File: src/rtl/genome_writeback_pkg.sv
// Shared definitions for the genome writeback stage: phase encoding,
// header layout and FSM state encoding.
package genome_writeback_pkg;

  localparam int GENE_SZ_DEF = 64;
  localparam int ATTR_SZ_DEF = 8;

  typedef enum logic {
    PH_NODE = 1'b0,
    PH_CONN = 1'b1
  } phase_e;

  // Flag bits are counted down from the header MSB; count fields are in
  // units of CNT_SZ from bit 0.
  localparam int HDR_OVF_FROM_MSB = 0;
  localparam int HDR_ORD_FROM_MSB = 1;
  localparam int HDR_NODE_FIELD   = 1;
  localparam int HDR_CONN_FIELD   = 0;

  typedef enum logic [1:0] {
    S_IDLE   = 2'd0,
    S_NODES  = 2'd1,
    S_CONNS  = 2'd2,
    S_HEADER = 2'd3
  } wb_state_e;

endpackage

File: src/rtl/genome_writeback.sv
// Packs surviving genes from the deletion stage contiguously into genome
// memory, then closes the genome with a header of counts and error flags.
module genome_writeback
  import genome_writeback_pkg::*;
#(
  parameter int GENE_SZ   = GENE_SZ_DEF,
  parameter int ADDR_SZ   = 10,
  parameter int CNT_SZ    = 8,
  parameter int MAX_GENES = 255
) (
  input  logic               clk,
  input  logic               rst,
  input  logic               start,
  input  logic [ADDR_SZ-1:0] base_addr,
  input  logic               state,
  input  logic [GENE_SZ-1:0] gene_in,
  input  logic               in_valid,
  input  logic               last_in,
  output logic               mem_we,
  output logic [ADDR_SZ-1:0] mem_addr,
  output logic [GENE_SZ-1:0] mem_wdata,
  output logic               busy,
  output logic               done,
  output logic [CNT_SZ-1:0]  node_cnt,
  output logic [CNT_SZ-1:0]  conn_cnt,
  output logic               overflow,
  output logic               order_err
);

  wb_state_e          fsm_q, fsm_d;
  logic [ADDR_SZ-1:0] base_q;
  logic [CNT_SZ-1:0]  wr_ptr;

  logic in_phase, order_drop, full, take, ovf_hit, as_conn;

  function automatic logic [GENE_SZ-1:0] make_header(
    input logic ovf, input logic ord,
    input logic [CNT_SZ-1:0] nodes, input logic [CNT_SZ-1:0] conns);
    logic [GENE_SZ-1:0] h;
    h = '0;
    h[GENE_SZ-1-HDR_OVF_FROM_MSB] = ovf;
    h[GENE_SZ-1-HDR_ORD_FROM_MSB] = ord;
    h[HDR_NODE_FIELD*CNT_SZ +: CNT_SZ] = nodes;
    h[HDR_CONN_FIELD*CNT_SZ +: CNT_SZ] = conns;
    return h;
  endfunction

  always_comb begin
    fsm_d    = fsm_q;
    as_conn  = 1'b0;
    in_phase = (fsm_q == S_NODES) || (fsm_q == S_CONNS);
    case (fsm_q)
      S_IDLE: begin
        if (start) fsm_d = S_NODES;
      end
      S_NODES: begin
        // A connection-phase slot switches phase even when the gene itself was deleted.
        as_conn = (phase_e'(state) == PH_CONN);
        if (as_conn) fsm_d = S_CONNS;
        if (last_in) fsm_d = S_HEADER;
      end
      S_CONNS: begin
        as_conn = 1'b1;
        if (last_in) fsm_d = S_HEADER;
      end
      S_HEADER: fsm_d = S_IDLE;
      default:  fsm_d = S_IDLE;
    endcase
    order_drop = (fsm_q == S_CONNS) && in_valid && (phase_e'(state) == PH_NODE);
    full       = (wr_ptr == CNT_SZ'(MAX_GENES));
    take       = in_phase && in_valid && !order_drop && !full;
    ovf_hit    = in_phase && in_valid && !order_drop && full;
  end

  always_ff @(posedge clk) begin
    if (rst) begin
      fsm_q     <= S_IDLE;
      base_q    <= '0;
      wr_ptr    <= '0;
      mem_we    <= 1'b0;
      mem_addr  <= '0;
      mem_wdata <= '0;
      busy      <= 1'b0;
      done      <= 1'b0;
      node_cnt  <= '0;
      conn_cnt  <= '0;
      overflow  <= 1'b0;
      order_err <= 1'b0;
    end else begin
      fsm_q  <= fsm_d;
      mem_we <= 1'b0;
      done   <= 1'b0;
      case (fsm_q)
        S_IDLE: begin
          if (start) begin
            base_q    <= base_addr;
            wr_ptr    <= '0;
            node_cnt  <= '0;
            conn_cnt  <= '0;
            overflow  <= 1'b0;
            order_err <= 1'b0;
            busy      <= 1'b1;
          end
        end
        S_NODES, S_CONNS: begin
          if (take) begin
            mem_we    <= 1'b1;
            mem_addr  <= base_q + ADDR_SZ'(1) + ADDR_SZ'(wr_ptr);
            mem_wdata <= gene_in;
            wr_ptr    <= wr_ptr + CNT_SZ'(1);
            if (as_conn) conn_cnt <= conn_cnt + CNT_SZ'(1);
            else         node_cnt <= node_cnt + CNT_SZ'(1);
          end
          if (ovf_hit)    overflow  <= 1'b1;
          if (order_drop) order_err <= 1'b1;
        end
        S_HEADER: begin
          mem_we    <= 1'b1;
          mem_addr  <= base_q;
          mem_wdata <= make_header(overflow, order_err, node_cnt, conn_cnt);
          done      <= 1'b1;
          busy      <= 1'b0;
        end
        default: ;
      endcase
    end
  end

endmodule

File: config.mk
export PLATFORM = sky130hd
export DESIGN_NAME = genome_writeback
export DESIGN_NICKNAME = d
export VERILOG_FILES = /design/src/rtl/genome_writeback_pkg.sv /design/src/rtl/genome_writeback.sv
export SDC_FILE = /design/constraint.sdc
export NUM_CORES = 1
export LEC_CHECK = 0
export ABC_AREA = 1
export CORE_MARGIN = 2
export CORE_UTILIZATION = 50
export DETAILED_ROUTE_END_ITERATION = 6
export MAX_ROUTING_LAYER = met4
export PLACE_DENSITY = 0.95
export SKIP_LAST_GASP = 1
export SLEW_MARGIN = 5
export SYNTH_ARGS = -nofsm -noshare
export SYNTH_HDL_FRONTEND = slang
export SYNTH_SLANG_ARGS = --single-unit
File: constraint.sdc
create_clock -name clk -period 3.64 [get_ports clk]
set_input_delay 1.092 -clock clk [delete_from_list [all_inputs] [get_ports clk]]
set_output_delay 1.092 -clock clk [all_outputs]
set_load 0.05 [all_outputs]
==> impl_metrics.py <==
metrics = {
    "logic_synthesis": {
        "syn_area_um2": 5450,
        "yosysMostFrequentCell": "nand2_1",
        "synthesis.area_per_instance_um2": 7.33,
        "synthesis.instances": 744,
        "synthArstFlopShare_pct": 0,
        "synthTopCellsByCount": "192 x nand2_1, 115 x dfxtp_1, 88 x a21oi_1",
        "synth.distinct_cells": 40,
        "synth_enable_flop_cells": 0,
        "synth_sequential_area_ratio_pct": 42.2,
        "synth.largest_area_cell": "dfxtp_1",
        "synth_seq_cells": 115,
        "ys_top_cells_by_area": "dfxtp_1 42%, nand2_1 13%, a21oi_1 8.1%",
        "synth.top_cell.area_share_pct": 42.2,
        "synth_flop_cell": "dfxtp_1",
        "yosysWarningCount": 0,
        "postSynthNetCount": 840,
    },
    "sta": {
        "rsz_0062_raised_after_global_routing": "no",
        "report.final.hold_viol_count": 0,
        "period_utilization_post_route_pct": 81.1,
        "timing.fmax_ghz": 0.339,
        "max_slew_violation_total_from_the_final_report": 0,
        "clock-skew-final_ns": 0.0104,
        "timing.slew.headroom_pct": 56.3,
        "setup_viol_count_final": 0,
        "post-route-min-period_ns": 2.95,
        "tns_ns": 0,
        "worst_slew_pin_slew_ns": 0.656,
    },
    "floorplanning": {
        "design.die.area_um2": 11800,
        "die_h_um": 108,
        "die_x_um": 108,
        "ios": 175,
        "fp-row-count": 38,
        "core-area_um2": 10700,
        "starting_density_of_the_core_pct": 50.7,
    },
    "global_route": {
        "grt_first_pass_wirelength_mm": 25.6,
        "largest_net_degree_at_the_start_of_global_routing": 52,
        "grt_usage_pct": 27.8,
        "grt_antenna_before_repair": 0,
        "globalRoute.totalOverflow": 0,
        "grt_pass1_vias": 5442,
    },
    "final_layout": {
        "final_layout_size_suffix_gt1_share_pct": 6.89,
        "finalNetCount": 998,
        "area_delta_synth_final_pct": 42.6,
        "final-instance-count-excl-fill": 1055,
        "finalCoreUtilization_pct": 72.3,
        "antenna_cells": 0,
    },
    "worst_hold_path": {
        "min_delay_path_depth": 2,
        "hold_class": "reg -> reg",
        "timing.hold.worst_endpoint": "mem_wdata[43]",
        "hold_start": "mem_wdata[43]",
    },
    "clock_tree": {
        "cts_buffers": 17,
        "buffer_type_at_the_clock_tree_root": "clkbuf_8",
        "clock_insertion_delay_worst_skew_ns": 0.51,
        "cts_resized": 0,
        "cts_sinks": 115,
        "cts.path.max_buffers": 2,
        "clkSlewWorstSetupHoldPaths_ns": 0.06,
        "post-cts-setup-buffer-count": 0,
        "cts_tree": "yes",
        "cts_hold_buf": 0,
        "cts_htree_levels": 4,
    },
    "place": {
        "post-dp-hpwl_mm": 10.2,
        "gpl.final_weighted_congestion": 0.938,
        "number_of_placed_instances_taps_included": 1023,
        "place.port_buffers": 174,
    },
    "worst_setup_path": {
        "worst_path_dominant_cell_family": "buffers and inverters",
        "worstSetupStartpointType": "register",
        "r2r.worst_path.cells": 7,
        "cp.arrival_ns": 1.86,
        "data_required_critical_path_ns": 2.55,
        "cp-end-kind": "output port",
        "rrSetupSlack_ns": 0.79,
        "cp_cell_sequence": "clkdlybuf4s50_1",
        "cp_num_buf_inv": 1,
        "critical_path.max_stage_delay_ns": 0.86,
        "crit-reg2reg-launch": "fsm_q[0]",
        "worstSetupPathDepth": 1,
        "timing.critical_path.fanout_max": 7,
        "crit_slowest_cell": "clkdlybuf4s50_1",
        "rr_endpoint": "conn_cnt[6]",
        "critPathKind": "reg -> out",
    },
    "drt": {
        "routed_via_density": 5.44,
        "met3_wirelength_mm": 1.15,
        "drt_first_pass_iters": 5,
        "route.detailed.drc": 0,
        "wl_met2_mm": 7.83,
        "via_count": 5744,
        "avgRoutedWirePerCell_um": 15.1,
        "met1_length_mm": 6.70,
        "topRoutingLayerUsed": "met4",
        "drt_first_iter_violations": 371,
        "antenna_left": 0,
        "totalWireLength_mm": 16.0,
    },
    "power_and_ir_drop": {
        "vdd_drop_max_mv": 0.440,
        "power_density_nw_per_um2": 853,
        "static-leakage-power_nw": 2.98,
        "power_consumption_mw": 6.63,
    },
    "run_status": {
        "outcome": "finished, final reports clean",
    },
    "job": {
        "max-cap-violations": 0,
    },
}
==> cell usage in the layout, fill, tap and decap left out, drive strengths merged <==
cell and n:
clkinvlp 4, o221a 1, a211oi 2, a21boi 2
nor3 3, nand3b 1, o211ai 1, clkdlybuf4s50 173
clkinv 2, nand2 199, o21ai 42, nor2 54
inv 52, fa 1, nand4 5, xnor2 6
a21oi 90, dfxtp 115, buf 8, or2 4
a31oi 20, nor3b 2, bufinv 3, ha 15
o21bai 2, xor2 6, clkbuf 19, nand3 83
==> through the flow <==
step,worst slack [ns],instance area [µm²],hold slack [ns]
floorplan,1.55,5450,0.445
global placement,0.703,7170,0.447
detailed placement,0.579,7170,0.452
CTS,0.706,7770,0.460
global route,0.648,7770,0.472
finish,0.688,7770,0.460
==> cells by family (layout without fill, tap and decap cells) <==
| kind of cell | count (synthesis) | after routing | synth area share (%) |
|---|---|---|---|
| adder cells (fa/ha/maj) | 16 | 16 | 3.81 |
| flip-flops | 115 | 115 | 42.2 |
| XOR/XNOR | 12 | 12 | 1.93 |
| buffers and inverters | 90 | 261 | 7.92 |
| AND/OR/NAND/NOR | 351 | 351 | 27.7 |
| AO/OA/AOI/OAI | 160 | 160 | 16.4 |
==> where the power goes <==
| part | internal [mW] | switching (mW) | total, mW |
|---|---|---|---|
| combinational | 0.963 | 2.15 | 3.11 |
| clock | 1.07 | 0.630 | 1.70 |
| sequential | 1.60 | 0.214 | 1.81 |
| total | 3.63 | 2.99 | 6.63 |
==> metal layers <==
metal	vias to the layer above	global-route usage, %
met5	-	-
met3	31	5.91
met2	248	46.5
met1	2683	33.5
met4	0	9.16
li1	2782	-
==> state kept, by name, summed over array words and instances (netlist names), 2 cells and up <==
name and flops:
node_cnt 8, conn_cnt 8, mem_addr 10, wr_ptr 8
mem_wdata 64, base_q 10, fsm_q 2
==> worst max path at each step <==
stage / startpoint / slack, ns / to
floorplan: in_valid / 1.55 / mem_addr[0]
global placement: in_valid / 0.70 / mem_addr[0]
detailed placement: in_valid / 0.58 / mem_wdata[4]
CTS: conn_cnt[2] / 0.71 / conn_cnt[2]
global route: fsm_q[0] / 0.65 / conn_cnt[6]
finish: conn_cnt[2] / 0.69 / conn_cnt[2]
==> worst min-delay path: cells and delay by family (launching register included) <==
family | cells | cell delay (ns)
AO/OA/AOI/OAI | 1 | 0.05
flip-flops | 1 | 0.31
AND/OR/NAND/NOR | 1 | 0.06
==> area by class of cell <==
cell class              instances  area (µm²)
clock buffers                  19         432
clock inverters                13         173
fillers                       813        2970
inverters                      48         183
multi-input cells             539        2720
flip-flops and latches        115        2300
well taps                     140         175
repair buffers                181        1790
Power figures use the tool's default switching activity.
